## src/rtl/apb_usrt_pkg.sv

```systemverilog
// Shared constants and state encoding for the APB command/response master.
package apb_usrt_pkg;

  localparam int unsigned AddrWDefault   = 33;
  localparam int unsigned DataWDefault   = 8;
  localparam int unsigned TimeoutDefault = 255;

  typedef enum logic [1:0] {
    StIdle   = 2'd0,
    StSetup  = 2'd1,
    StAccess = 2'd2,
    StResp   = 2'd3
  } state_e;

  function automatic logic [7:0] sat_inc8(input logic [7:0] v);
    return (v == 8'hFF) ? v : v + 8'd1;
  endfunction

endpackage

```

## src/rtl/apb_usrt_master_if.sv

```systemverilog
// Command, response, APB and statistics signals of apb_usrt_master as one bundle.
interface apb_usrt_master_if
  import apb_usrt_pkg::*;
#(
  parameter int unsigned ADDR_W = AddrWDefault,
  parameter int unsigned DATA_W = DataWDefault
) ();

  logic              cmd_valid;
  logic              cmd_ready;
  logic              cmd_write;
  logic [ADDR_W-1:0] cmd_addr;
  logic [DATA_W-1:0] cmd_wdata;
  logic              rsp_valid;
  logic              rsp_ready;
  logic [DATA_W-1:0] rsp_rdata;
  logic              rsp_err;
  logic              rsp_timeout;
  logic [ADDR_W-1:0] pAddr;
  logic              pWrite;
  logic              pSelect;
  logic              pEnable;
  logic [DATA_W-1:0] pWData;
  logic [DATA_W-1:0] pRData;
  logic              pReady;
  logic              pSlvErr;
  logic [15:0]       xfer_count;
  logic [7:0]        err_count;

  modport master (
    input  cmd_valid, cmd_write, cmd_addr, cmd_wdata, rsp_ready, pRData, pReady, pSlvErr,
    output cmd_ready, rsp_valid, rsp_rdata, rsp_err, rsp_timeout,
    output pAddr, pWrite, pSelect, pEnable, pWData, xfer_count, err_count
  );

  modport slave (
    output cmd_valid, cmd_write, cmd_addr, cmd_wdata, rsp_ready, pRData, pReady, pSlvErr,
    input  cmd_ready, rsp_valid, rsp_rdata, rsp_err, rsp_timeout,
    input  pAddr, pWrite, pSelect, pEnable, pWData, xfer_count, err_count
  );

endinterface

```

## src/rtl/apb_wait_timer.sv

```systemverilog
// Counts consecutive not-ready ACCESS cycles; expired_o flags the TIMEOUT-th one.
module apb_wait_timer #(
  parameter int unsigned TIMEOUT = 255
) (
  input  logic clk_i,
  input  logic rst_i,
  input  logic clear_i,
  input  logic count_i,
  output logic expired_o
);

  localparam logic [15:0] LastCnt = 16'(TIMEOUT - 1);

  logic [15:0] cnt_q, cnt_d;

  always_comb begin
    cnt_d = cnt_q;
    if (clear_i) begin
      cnt_d = '0;
    end else if (count_i && (cnt_q != 16'hFFFF)) begin
      cnt_d = cnt_q + 16'd1;
    end
  end

  // Fires while the wait that would bring the count up to TIMEOUT is happening.
  assign expired_o = count_i && (cnt_q == LastCnt);

  always_ff @(posedge clk_i) begin
    if (rst_i) begin
      cnt_q <= '0;
    end else begin
      cnt_q <= cnt_d;
    end
  end

endmodule

```

## src/rtl/apb_usrt_master.sv

```systemverilog
// Single-outstanding command/response to APB master with wait timeout and statistics.
module apb_usrt_master
  import apb_usrt_pkg::*;
#(
  parameter int unsigned ADDR_W  = AddrWDefault,
  parameter int unsigned DATA_W  = DataWDefault,
  parameter int unsigned TIMEOUT = TimeoutDefault
) (
  input logic               pClk,
  input logic               pRst,
  apb_usrt_master_if.master bus
);

  state_e            state_q, state_d;
  logic              cmd_ready_q, cmd_ready_d;
  logic [ADDR_W-1:0] p_addr_q, p_addr_d;
  logic              p_write_q, p_write_d;
  logic              p_select_q, p_select_d;
  logic              p_enable_q, p_enable_d;
  logic [DATA_W-1:0] p_wdata_q, p_wdata_d;
  logic              rsp_valid_q, rsp_valid_d;
  logic [DATA_W-1:0] rsp_rdata_q, rsp_rdata_d;
  logic              rsp_err_q, rsp_err_d;
  logic              rsp_timeout_q, rsp_timeout_d;
  logic [15:0]       xfer_count_q, xfer_count_d;
  logic [7:0]        err_count_q, err_count_d;

  logic timer_clear, timer_count, timer_expired, end_xfer;

  apb_wait_timer #(
    .TIMEOUT (TIMEOUT)
  ) u_wait_timer (
    .clk_i     (pClk),
    .rst_i     (pRst),
    .clear_i   (timer_clear),
    .count_i   (timer_count),
    .expired_o (timer_expired)
  );

  always_comb begin
    state_d       = state_q;
    cmd_ready_d   = cmd_ready_q;
    p_addr_d      = p_addr_q;
    p_write_d     = p_write_q;
    p_select_d    = p_select_q;
    p_enable_d    = p_enable_q;
    p_wdata_d     = p_wdata_q;
    rsp_valid_d   = rsp_valid_q;
    rsp_rdata_d   = rsp_rdata_q;
    rsp_err_d     = rsp_err_q;
    rsp_timeout_d = rsp_timeout_q;
    xfer_count_d  = xfer_count_q;
    err_count_d   = err_count_q;
    timer_clear   = 1'b0;
    timer_count   = 1'b0;
    end_xfer      = 1'b0;

    unique case (state_q)
      StIdle: begin
        // cmd_ready_q is always 1 here, so cmd_valid alone is the handshake.
        if (bus.cmd_valid) begin
          cmd_ready_d = 1'b0;
          p_select_d  = 1'b1;
          p_addr_d    = bus.cmd_addr;
          p_write_d   = bus.cmd_write;
          p_wdata_d   = bus.cmd_write ? bus.cmd_wdata : '0;
          state_d     = StSetup;
        end
      end
      StSetup: begin
        p_enable_d  = 1'b1;
        timer_clear = 1'b1;
        state_d     = StAccess;
      end
      StAccess: begin
        // pReady wins over the timer on the cycle the limit is reached.
        if (bus.pReady) begin
          rsp_rdata_d   = p_write_q ? '0 : bus.pRData;
          rsp_err_d     = bus.pSlvErr;
          rsp_timeout_d = 1'b0;
          end_xfer      = 1'b1;
        end else begin
          timer_count = 1'b1;
          if (timer_expired) begin
            rsp_rdata_d   = '0;
            rsp_err_d     = 1'b1;
            rsp_timeout_d = 1'b1;
            end_xfer      = 1'b1;
          end
        end
        if (end_xfer) begin
          rsp_valid_d = 1'b1;
          p_select_d  = 1'b0;
          p_enable_d  = 1'b0;
          p_addr_d    = '0;
          p_write_d   = 1'b0;
          p_wdata_d   = '0;
          state_d     = StResp;
        end
      end
      StResp: begin
        if (bus.rsp_ready) begin
          rsp_valid_d   = 1'b0;
          rsp_rdata_d   = '0;
          rsp_err_d     = 1'b0;
          rsp_timeout_d = 1'b0;
          cmd_ready_d   = 1'b1;
          xfer_count_d  = xfer_count_q + 16'd1;
          if (rsp_err_q) begin
            err_count_d = sat_inc8(err_count_q);
          end
          state_d = StIdle;
        end
      end
      default: state_d = StIdle;
    endcase
  end

  always_ff @(posedge pClk) begin
    if (pRst) begin
      state_q       <= StIdle;
      cmd_ready_q   <= 1'b1;
      p_addr_q      <= '0;
      p_write_q     <= 1'b0;
      p_select_q    <= 1'b0;
      p_enable_q    <= 1'b0;
      p_wdata_q     <= '0;
      rsp_valid_q   <= 1'b0;
      rsp_rdata_q   <= '0;
      rsp_err_q     <= 1'b0;
      rsp_timeout_q <= 1'b0;
      xfer_count_q  <= '0;
      err_count_q   <= '0;
    end else begin
      state_q       <= state_d;
      cmd_ready_q   <= cmd_ready_d;
      p_addr_q      <= p_addr_d;
      p_write_q     <= p_write_d;
      p_select_q    <= p_select_d;
      p_enable_q    <= p_enable_d;
      p_wdata_q     <= p_wdata_d;
      rsp_valid_q   <= rsp_valid_d;
      rsp_rdata_q   <= rsp_rdata_d;
      rsp_err_q     <= rsp_err_d;
      rsp_timeout_q <= rsp_timeout_d;
      xfer_count_q  <= xfer_count_d;
      err_count_q   <= err_count_d;
    end
  end

  assign bus.cmd_ready   = cmd_ready_q;
  assign bus.pAddr       = p_addr_q;
  assign bus.pWrite      = p_write_q;
  assign bus.pSelect     = p_select_q;
  assign bus.pEnable     = p_enable_q;
  assign bus.pWData      = p_wdata_q;
  assign bus.rsp_valid   = rsp_valid_q;
  assign bus.rsp_rdata   = rsp_rdata_q;
  assign bus.rsp_err     = rsp_err_q;
  assign bus.rsp_timeout = rsp_timeout_q;
  assign bus.xfer_count  = xfer_count_q;
  assign bus.err_count   = err_count_q;

endmodule
```

## src/flat_wrapper.sv

```systemverilog
// flat-port wrapper written by rule: the top's interface ports become plain ports
module apb_usrt_master_flat import apb_usrt_pkg::*;
#(
  parameter int unsigned ADDR_W  = AddrWDefault,
  parameter int unsigned DATA_W  = DataWDefault,
  parameter int unsigned TIMEOUT = TimeoutDefault
)
  (pClk, pRst, bus_cmd_valid, bus_cmd_write, bus_cmd_addr, bus_cmd_wdata, bus_rsp_ready, bus_pRData, bus_pReady, bus_pSlvErr, bus_cmd_ready, bus_rsp_valid, bus_rsp_rdata, bus_rsp_err, bus_rsp_timeout, bus_pAddr, bus_pWrite, bus_pSelect, bus_pEnable, bus_pWData, bus_xfer_count, bus_err_count);
  apb_usrt_master_if #(.ADDR_W(ADDR_W), .DATA_W(DATA_W)) bus_i ();
  input logic pClk;
  input logic pRst;
  input wire logic [$bits(bus_i.cmd_valid)-1:0] bus_cmd_valid;
  input wire logic [$bits(bus_i.cmd_write)-1:0] bus_cmd_write;
  input wire logic [$bits(bus_i.cmd_addr)-1:0] bus_cmd_addr;
  input wire logic [$bits(bus_i.cmd_wdata)-1:0] bus_cmd_wdata;
  input wire logic [$bits(bus_i.rsp_ready)-1:0] bus_rsp_ready;
  input wire logic [$bits(bus_i.pRData)-1:0] bus_pRData;
  input wire logic [$bits(bus_i.pReady)-1:0] bus_pReady;
  input wire logic [$bits(bus_i.pSlvErr)-1:0] bus_pSlvErr;
  output wire logic [$bits(bus_i.cmd_ready)-1:0] bus_cmd_ready;
  output wire logic [$bits(bus_i.rsp_valid)-1:0] bus_rsp_valid;
  output wire logic [$bits(bus_i.rsp_rdata)-1:0] bus_rsp_rdata;
  output wire logic [$bits(bus_i.rsp_err)-1:0] bus_rsp_err;
  output wire logic [$bits(bus_i.rsp_timeout)-1:0] bus_rsp_timeout;
  output wire logic [$bits(bus_i.pAddr)-1:0] bus_pAddr;
  output wire logic [$bits(bus_i.pWrite)-1:0] bus_pWrite;
  output wire logic [$bits(bus_i.pSelect)-1:0] bus_pSelect;
  output wire logic [$bits(bus_i.pEnable)-1:0] bus_pEnable;
  output wire logic [$bits(bus_i.pWData)-1:0] bus_pWData;
  output wire logic [$bits(bus_i.xfer_count)-1:0] bus_xfer_count;
  output wire logic [$bits(bus_i.err_count)-1:0] bus_err_count;
  assign bus_i.cmd_valid = bus_cmd_valid;
  assign bus_i.cmd_write = bus_cmd_write;
  assign bus_i.cmd_addr = bus_cmd_addr;
  assign bus_i.cmd_wdata = bus_cmd_wdata;
  assign bus_i.rsp_ready = bus_rsp_ready;
  assign bus_i.pRData = bus_pRData;
  assign bus_i.pReady = bus_pReady;
  assign bus_i.pSlvErr = bus_pSlvErr;
  assign bus_cmd_ready = bus_i.cmd_ready;
  assign bus_rsp_valid = bus_i.rsp_valid;
  assign bus_rsp_rdata = bus_i.rsp_rdata;
  assign bus_rsp_err = bus_i.rsp_err;
  assign bus_rsp_timeout = bus_i.rsp_timeout;
  assign bus_pAddr = bus_i.pAddr;
  assign bus_pWrite = bus_i.pWrite;
  assign bus_pSelect = bus_i.pSelect;
  assign bus_pEnable = bus_i.pEnable;
  assign bus_pWData = bus_i.pWData;
  assign bus_xfer_count = bus_i.xfer_count;
  assign bus_err_count = bus_i.err_count;
  apb_usrt_master #(.ADDR_W(ADDR_W), .DATA_W(DATA_W), .TIMEOUT(TIMEOUT)) u_core (.pClk(pClk), .pRst(pRst), .bus(bus_i));
endmodule
```

## config.mk

```make
export PLATFORM = sky130hd
export DESIGN_NAME = apb_usrt_master_flat
export DESIGN_NICKNAME = d
export VERILOG_FILES = /design/src/rtl/apb_usrt_pkg.sv /design/src/rtl/apb_usrt_master_if.sv /design/src/rtl/apb_wait_timer.sv /design/src/rtl/apb_usrt_master.sv /design/src/flat_wrapper.sv
export SDC_FILE = /design/constraint.sdc
export NUM_CORES = 1
export LEC_CHECK = 0
export BUFFER_PORTS_ARGS = -buffer_cell sky130_fd_sc_hd__buf_4
export CAP_MARGIN = 15
export CORE_MARGIN = 2
export CORE_UTILIZATION = 26
export CTS_CLUSTER_DIAMETER = 120
export DETAILED_ROUTE_END_ITERATION = 10
export PLACE_DENSITY = 0.54
export SLEW_MARGIN = 40
export SYNTH_ARGS = -nofsm -noshare
export SYNTH_HDL_FRONTEND = slang
export SYNTH_SLANG_ARGS = --single-unit
export TNS_END_PERCENT = 5
```

## constraint.sdc

```tcl
create_clock -name pClk -period 1.66 [get_ports pClk]
set_input_delay 0.166 -clock pClk [delete_from_list [all_inputs] [get_ports pClk]]
set_output_delay 0.166 -clock pClk [all_outputs]
set_load 0.05 [all_outputs]
```

Word-level counts from Yosys, hierarchy flattened
Index checks and enable logic that the tools add are counted.
{"block": "classes", "addsub": 3, "eq_ne": 10, "n_mux": 39, "n_bitwise": 1, "reduce_logical": 16}
{"cell": "two-way mux 33 bit", "count": 2}
{"cell": "one-hot mux 33 bit (2 select lines)", "count": 1}
{"cell": "two-way mux 8 bit", "count": 7}
{"cell": "adder 16 x 1 -> 16 bit, second input constant", "count": 2}
{"cell": "one-hot mux 8 bit (2 select lines)", "count": 2}
{"cell": "equality test 16 x 8 -> 1 bit, second input constant", "count": 1}
{"cell": "two-way mux 1 bit", "count": 16}
{"cell": "inequality test 16 bit, second input constant", "count": 1}
{"cell": "AND reduction 3 bit", "count": 5}
{"cell": "one-hot mux 1 bit (2 select lines)", "count": 7}
{"cell": "adder 8 x 1 -> 8 bit, second input constant", "count": 1}
{"cell": "equality test 8 bit, second input constant", "count": 1}
{"cell": "one-hot mux 2 bit (4 select lines)", "count": 1}
{"cell": "nonzero test 2 bit", "count": 4}
{"cell": "two-way mux 2 bit", "count": 3}
{"cell": "equality test 2 bit, second input constant", "count": 2}
{"cell": "inequality test 2 bit, second input constant", "count": 2}
{"cell": "AND reduction 2 bit", "count": 2}
{"cell": "AND reduction 4 bit", "count": 1}
{"cell": "inequality test 3 x 2 -> 1 bit, second input constant", "count": 1}
{"cell": "equality test 2 x 1 -> 1 bit, second input constant", "count": 1}
{"cell": "logical AND 1 bit", "count": 2}
{"cell": "zero test 2 bit", "count": 1}
{"cell": "inequality test 2 x 1 -> 1 bit, second input constant", "count": 1}
{"cell": "other kinds (2)", "count": 2}
{"block": "word_totals", "register_bits": 98, "inputBits": 56, "out_inout_bits": 80}

Logic depth before layout (Yosys ltp)
{"block": "depth", "ltp_word": 8, "depth_mapped": 8, "ltp_nobuf": 6}

By module
From an unflattened synthesis, not the netlist that was laid out.
{"block": "unflattened", "cells_unflattened": 514, "area_unflattened_um2": 4429.2}
{"module": "apb_usrt_master", "n_inst": 1, "cells_per_inst": 405, "area_each_um2": 3514.6}
{"module": "apb_wait_timer", "n_inst": 1, "cells_per_inst": 109, "area_each_um2": 914.6}

Least setup slack after synthesis
Ideal clock, no wire load.
{"block": "synth_timing", "kind": "register to register", "startpoint": "reg u_core.xfer_count_q[2] (netlist: u_core.bus.xfer_count[2])", "endpoint": "reg u_core.xfer_count_q[13] (netlist: u_core.bus.xfer_count[13])", "setup_ns": 0.121, "arrival_time_ns": 1.722, "required_ns": 1.539, "slack_ns": -0.182, "path_stages_with_launch": 6, "n_path_buf": 1, "cell_sequence": "dfxtp_1 > and4_1 > buf_2 > and4_1 > nand4_1 > mux2_2"}
{"block": "synth_via", "elab_chain_cells": 1}
{"item": "start: declaration", "line_no": "apb_usrt_master.sv:25", "source": "logic [15:0] xfer_count_q, xfer_count_d;"}
{"item": "start signal: assignment", "line_no": "apb_usrt_master.sv:146", "source": "xfer_count_q <= xfer_count_d;"}
{"item": "adder 16 x 1 -> 16 bit", "line_no": "apb_usrt_master.sv:108", "source": "xfer_count_d = xfer_count_q + 16'd1;"}
No other way between the ends.
A chain may end at the register's enable or synchronous reset.

Worst setup path after layout
{"block": "layout_timing", "startpoint": "reg u_core.state_q[0]", "endpoint": "reg u_core.p_addr_q[3] (netlist: u_core.bus.pAddr[3])"}
{"block": "layout_via", "elab_chain_cells": 8}
{"item": "start: declaration", "line_no": "apb_usrt_master.sv:14", "source": "state_e state_q, state_d;"}
{"item": "start signal: assignment", "line_no": "apb_usrt_master.sv:121", "source": "state_q <= StIdle;"}
{"item": "start signal: assignment", "line_no": "apb_usrt_master.sv:135", "source": "state_q <= state_d;"}
{"item": "equality test 2 bit", "line_no": "apb_usrt_master.sv:58", "source": "unique case (state_q)"}
{"item": "two-way mux 1 bit", "line_no": "apb_usrt_master.sv:58"}
{"item": "logical AND 1 bit", "line_no": "apb_wait_timer.sv:26", "source": "assign expired_o = count_i && (cnt_q == LastCnt);"}
{"item": "two-way mux 1 bit", "line_no": "apb_usrt_master.sv:84", "source": "if (timer_expired) begin"}
{"item": "two-way mux 1 bit", "line_no": "apb_usrt_master.sv:77", "source": "if (bus.pReady) begin"}
{"item": "two-way mux 1 bit", "line_no": "apb_usrt_master.sv:58"}
{"item": "inequality test 2 x 1 -> 1 bit (no source line)"}
{"item": "AND reduction 3 bit (no source line)"}
{"item": "end signal: assignment", "line_no": "apb_usrt_master.sv:137", "source": "p_addr_q <= p_addr_d;"}
{"item": "end: declaration", "line_no": "apb_usrt_master.sv:16", "source": "logic [ADDR_W-1:0] p_addr_q, p_addr_d;"}
Several ways; a longest one is shown, not always the timed one. The select of a mux whose other input is x is not followed.

==> results by group <==
Global route
  • Largest net degree at the start of global routing: 56
  • Number of global-route vias before repair: 4128
  • Initial antenna violation count: 0
  • Total GRT Usage: 14.3%
  • First-pass GRT wire length: 20600 microns
  • GRT overflow: 0

Setup path
  • CP max-delay cell: dfxtp_2
  • Startpoint types: register
  • Max incr delay on CP: 0.34 ns
  • Setup CP Type: reg -> reg
  • Data required time of the worst path: 1.88 ns
  • Nature of the critical path endpoint: register
  • Crit-path max FO: 18
  • CP Data Arrival Time: 1.88 ns
  • Crit-path leading delay family: buffers and inverters
  • CP cell instances: inv_2, buf_4, ha_2, nand2b_1, a22oi_2, buf_6, buf_12, o31ai_1
  • CP Buf/Inv Count: 4

Clock tree
  • CTS sink count: 98
  • CTS buffer count: 9
  • TritonCTS clock tree: yes
  • CTS root buffer: clkbuf_16
  • Longest Clk Path Bufs: 2
  • Worst skew pair latency: 0.34 ns
  • Clock-pin slew on the worst setup and hold paths: 0.07 ns
  • CTS H-Tree Depth: 3

Synth
  • Yosys warns: 0
  • Mapped Avg Cell Area: 8.56 sq um
  • Syn Nets: 575
  • Seq/Total Area, Yosys: 44.9%
  • Yosys reg bits: 98
  • Main combinational cell family by area after synthesis: simple AND/OR/NAND/NOR gates
  • Synth Instances: 510
  • Post-Synth Adder-Cell Area: 2.58%
  • Synth Flop Type: dfxtp_1
  • Post-synth ARST share: 0%
  • Post-synthesis compound-gate area fraction: 18.1%
  • Post-synthesis cell type count: 54
  • Mapped cell area: 4370 sq um
  • Mux contribution to synthesized area: 1.17%
  • Number of synthesized flops with an enable pin: 0
  • Synth Area in Simple Gates: 22.1%
  • XOR/XNOR Fraction of Synth Area: 3.01%

Detailed routing
  • Final wirelength: 13100 microns
  • Via-to-Cell Ratio: 4.71
  • DRC: 0
  • Final ANT Viol Nets: 0
  • Routed len/inst: 14.2 microns
  • First DRT Iteration DRCs: 189
  • DR pass1 iterations: 4
  • Via count: 4327

Pwr
  • IR drop worst, VDD: 0.000698 V
  • Power Density: 1250 nW/um^2
  • Leak: 2.68 nW
  • Power Total: 8.22 mW

Timing
  • Hold slack: 0.0134 ns
  • Setup_tns: 0 ns
  • Count of final setup violators: 0
  • Final Hold Fails: 0
  • Tcrit/Tclk final: 99.9%
  • Slew HR: 72.4%
  • Unrepaired setup endpoints after global routing: yes
  • FMAX: 603 MHz
  • Clock skew: 0.00818 ns
  • Slew Limit Fails: 0
  • Slew @ Worst Pin: 0.415 ns
  • Tmin final: 1.66 ns

Floorplanning
  • Initial core utilization: 26.4%
  • Core Area: 16500 sq um
  • Cell Rows: 47
  • Die footprint: 17900 sq um
  • Top-Level Pins: 136
  • Die Wd: 134 microns
  • Die Y-Extent: 134 microns

Run status
  • Status: finished, final reports clean

Flow run
  • MaxCap Viol Count: 0

Finish
  • Ant diodes: 0
  • Area delta synth->final: 50.5%
  • # nets final: 760
  • Fraction of layout cells with a size suffix above 1: 37.8%

Placement
  • PortBufs: 135
  • GPL Wtd Cong: 0.798
  • Post-DP HPWL: 9280 microns

Min path
  • Worst hold path type: in -> reg
[worst register-to-register path, delay by kind of cell, from the launching register on]
kind / cells / cell delay, ns
AOI/OAI and AO/OA: 2 / 0.30
and+or+nand+nor: 1 / 0.16
adders and majority gates: 1 / 0.21
buffers and inverters: 4 / 0.53
DFF: 1 / 0.34
[power by group]
part	total (mW)	switching, mW	internal (mW)	leakage [nW]
Combinational	3.40	2.11	1.30	1.75
Sequential	2.87	0.206	2.66	0.806
Clock	1.95	0.902	1.05	0.128
Total	8.22	3.21	5.01	2.68
[synthesized netlist by cell type, types with 2 or more instances]
cell | instances | area, sq um
nor4_1 | 3 | 18.8
nand2_1 | 63 | 236
inv_1 | 60 | 225
buf_4 | 4 | 30.0
nor2b_1 | 5 | 31.3
o21ai_0 | 12 | 60.1
nand3b_1 | 3 | 22.5
and3_1 | 5 | 31.3
a31oi_1 | 3 | 18.8
dfxtp_1 | 98 | 1960
mux2i_1 | 4 | 40.0
buf_2 | 4 | 20.0
and4_1 | 5 | 43.8
or4_1 | 5 | 37.5
nand4_1 | 12 | 75.1
o211ai_1 | 3 | 22.5
and4b_1 | 4 | 40.0
or3_1 | 9 | 56.3
clkbuf_1 | 16 | 60.1
buf_1 | 2 | 7.51
nor3_1 | 6 | 30.0
nand3_1 | 12 | 60.1
xor2_1 | 14 | 123
a31o_2 | 2 | 17.5
nor2_1 | 28 | 105
and2_1 | 5 | 31.3
nand2b_1 | 6 | 37.5
ha_1 | 9 | 113
a21oi_1 | 24 | 120
o31ai_1 | 60 | 450
[registers in the layout, indices dropped and copies added, names as in the netlist]
register                   count
u_core.bus.xfer_count         16
u_core.bus.pAddr              33
u_core.bus.err_count           8
u_core.state_q                 2
u_core.bus.pWrite              1
u_core.bus.pSelect             1
u_core.bus.cmd_ready           1
u_core.bus.rsp_valid           1
u_core.bus.rsp_err             1
u_core.bus.pEnable             1
u_core.bus.pWData              8
u_core.bus.rsp_timeout         1
u_core.u_wait_timer.cnt_q     16
u_core.bus.rsp_rdata           8
[per-layer routing]
layer	share of wire (%)	routed length, microns	GRT usage, %	vias to the layer above
li1	-	-	-	2157
met1	46	5990	18.4	2032
met2	46	6070	23.1	124
met3	6.4	841	4.57	14
met4	1.3	174	4.20	0
met5	0	0	0	-
[area by class of cell]
type | count | area, sq um
Fill cell | 1670 | 9950
Multi-Input combinational cell | 326 | 2210
Sequential cell | 98 | 1990
Timing Repair Buffer | 200 | 1610
Tap cell | 220 | 275
Clock buffer | 11 | 243
Inverter | 60 | 225
Clock inverter | 3 | 25.0
[through the flow]
| step | utilization, % | cell area [sq um] | setup slack [ns] | cells |
|---|---|---|---|---|
| 6_report | 39.8 | 6570 | 0.00163 | 918 |
| 3_5_place_dp | 36.2 | 5980 | -0.144 | 890 |
| 3_3_place_gp | 36.2 | 5980 | -0.123 | 890 |
| 5_1_grt | 39.8 | 6570 | -0.0531 | 918 |
| 4_1_cts | 38.8 | 6420 | -0.0703 | 914 |
| 2_1_floorplan | - | 4380 | -0.0409 | 510 |
[cells by family after synthesis]
kind of cell             Yosys count
adder cells (fa/ha/maj)            9
buffers and inverters             87
multiplexers                       5
AO/OA/AOI/OAI                    115
flip-flops                        98
XOR/XNOR                          15
AND/OR/NAND/NOR                  181
[timing repair]
action                                 CTS  global route
setup endpoints to repair               64            79
gates resized for setup                 14            30
endpoints found under the hold margin    8             0
pin swaps                                2             8
setup buffers                            2             3
cloned                                   1             1
hold buffers                             8             0
[layout by cell type (no fill, tap or decap), types with 4 or more instances in the layout]
master / synthesis / layout
ha_1: 9 / 5
mux2i_1: 4 / 4
nand2_1: 63 / 63
nand2b_1: 6 / 5
and3_1: 5 / 4
buf_4: 4 / 183
dfxtp_1: 98 / 78
buf_12: 0 / 4
dlygate4sd3_1: 0 / 8
or4_1: 5 / 5
xor2_1: 14 / 14
buf_6: 0 / 4
clkbuf_16: 0 / 9
nor3_1: 6 / 5
o31ai_1: 60 / 57
dfxtp_2: 0 / 19
nor2_1: 28 / 28
nand4_1: 12 / 12
a21oi_1: 24 / 21
inv_1: 60 / 58
or3_1: 9 / 9
o21ai_0: 12 / 12
nand3_1: 12 / 12
[worst paths after layout]
check                      startpoint                 endpoint  slack [ns]  depth (start not counted)
hold reg to reg   u_core.bus.pAddr[9]      u_core.bus.pAddr[9]        0.46                          2
hold / removal          bus_pRData[4]  u_core.bus.rsp_rdata[4]        0.01                          3
setup / recovery    u_core.state_q[0]      u_core.bus.pAddr[3]       0.002                          8
setup reg to reg    u_core.state_q[0]      u_core.bus.pAddr[3]       0.002                          8
Note: power is estimated with default switching activity, not from simulation.
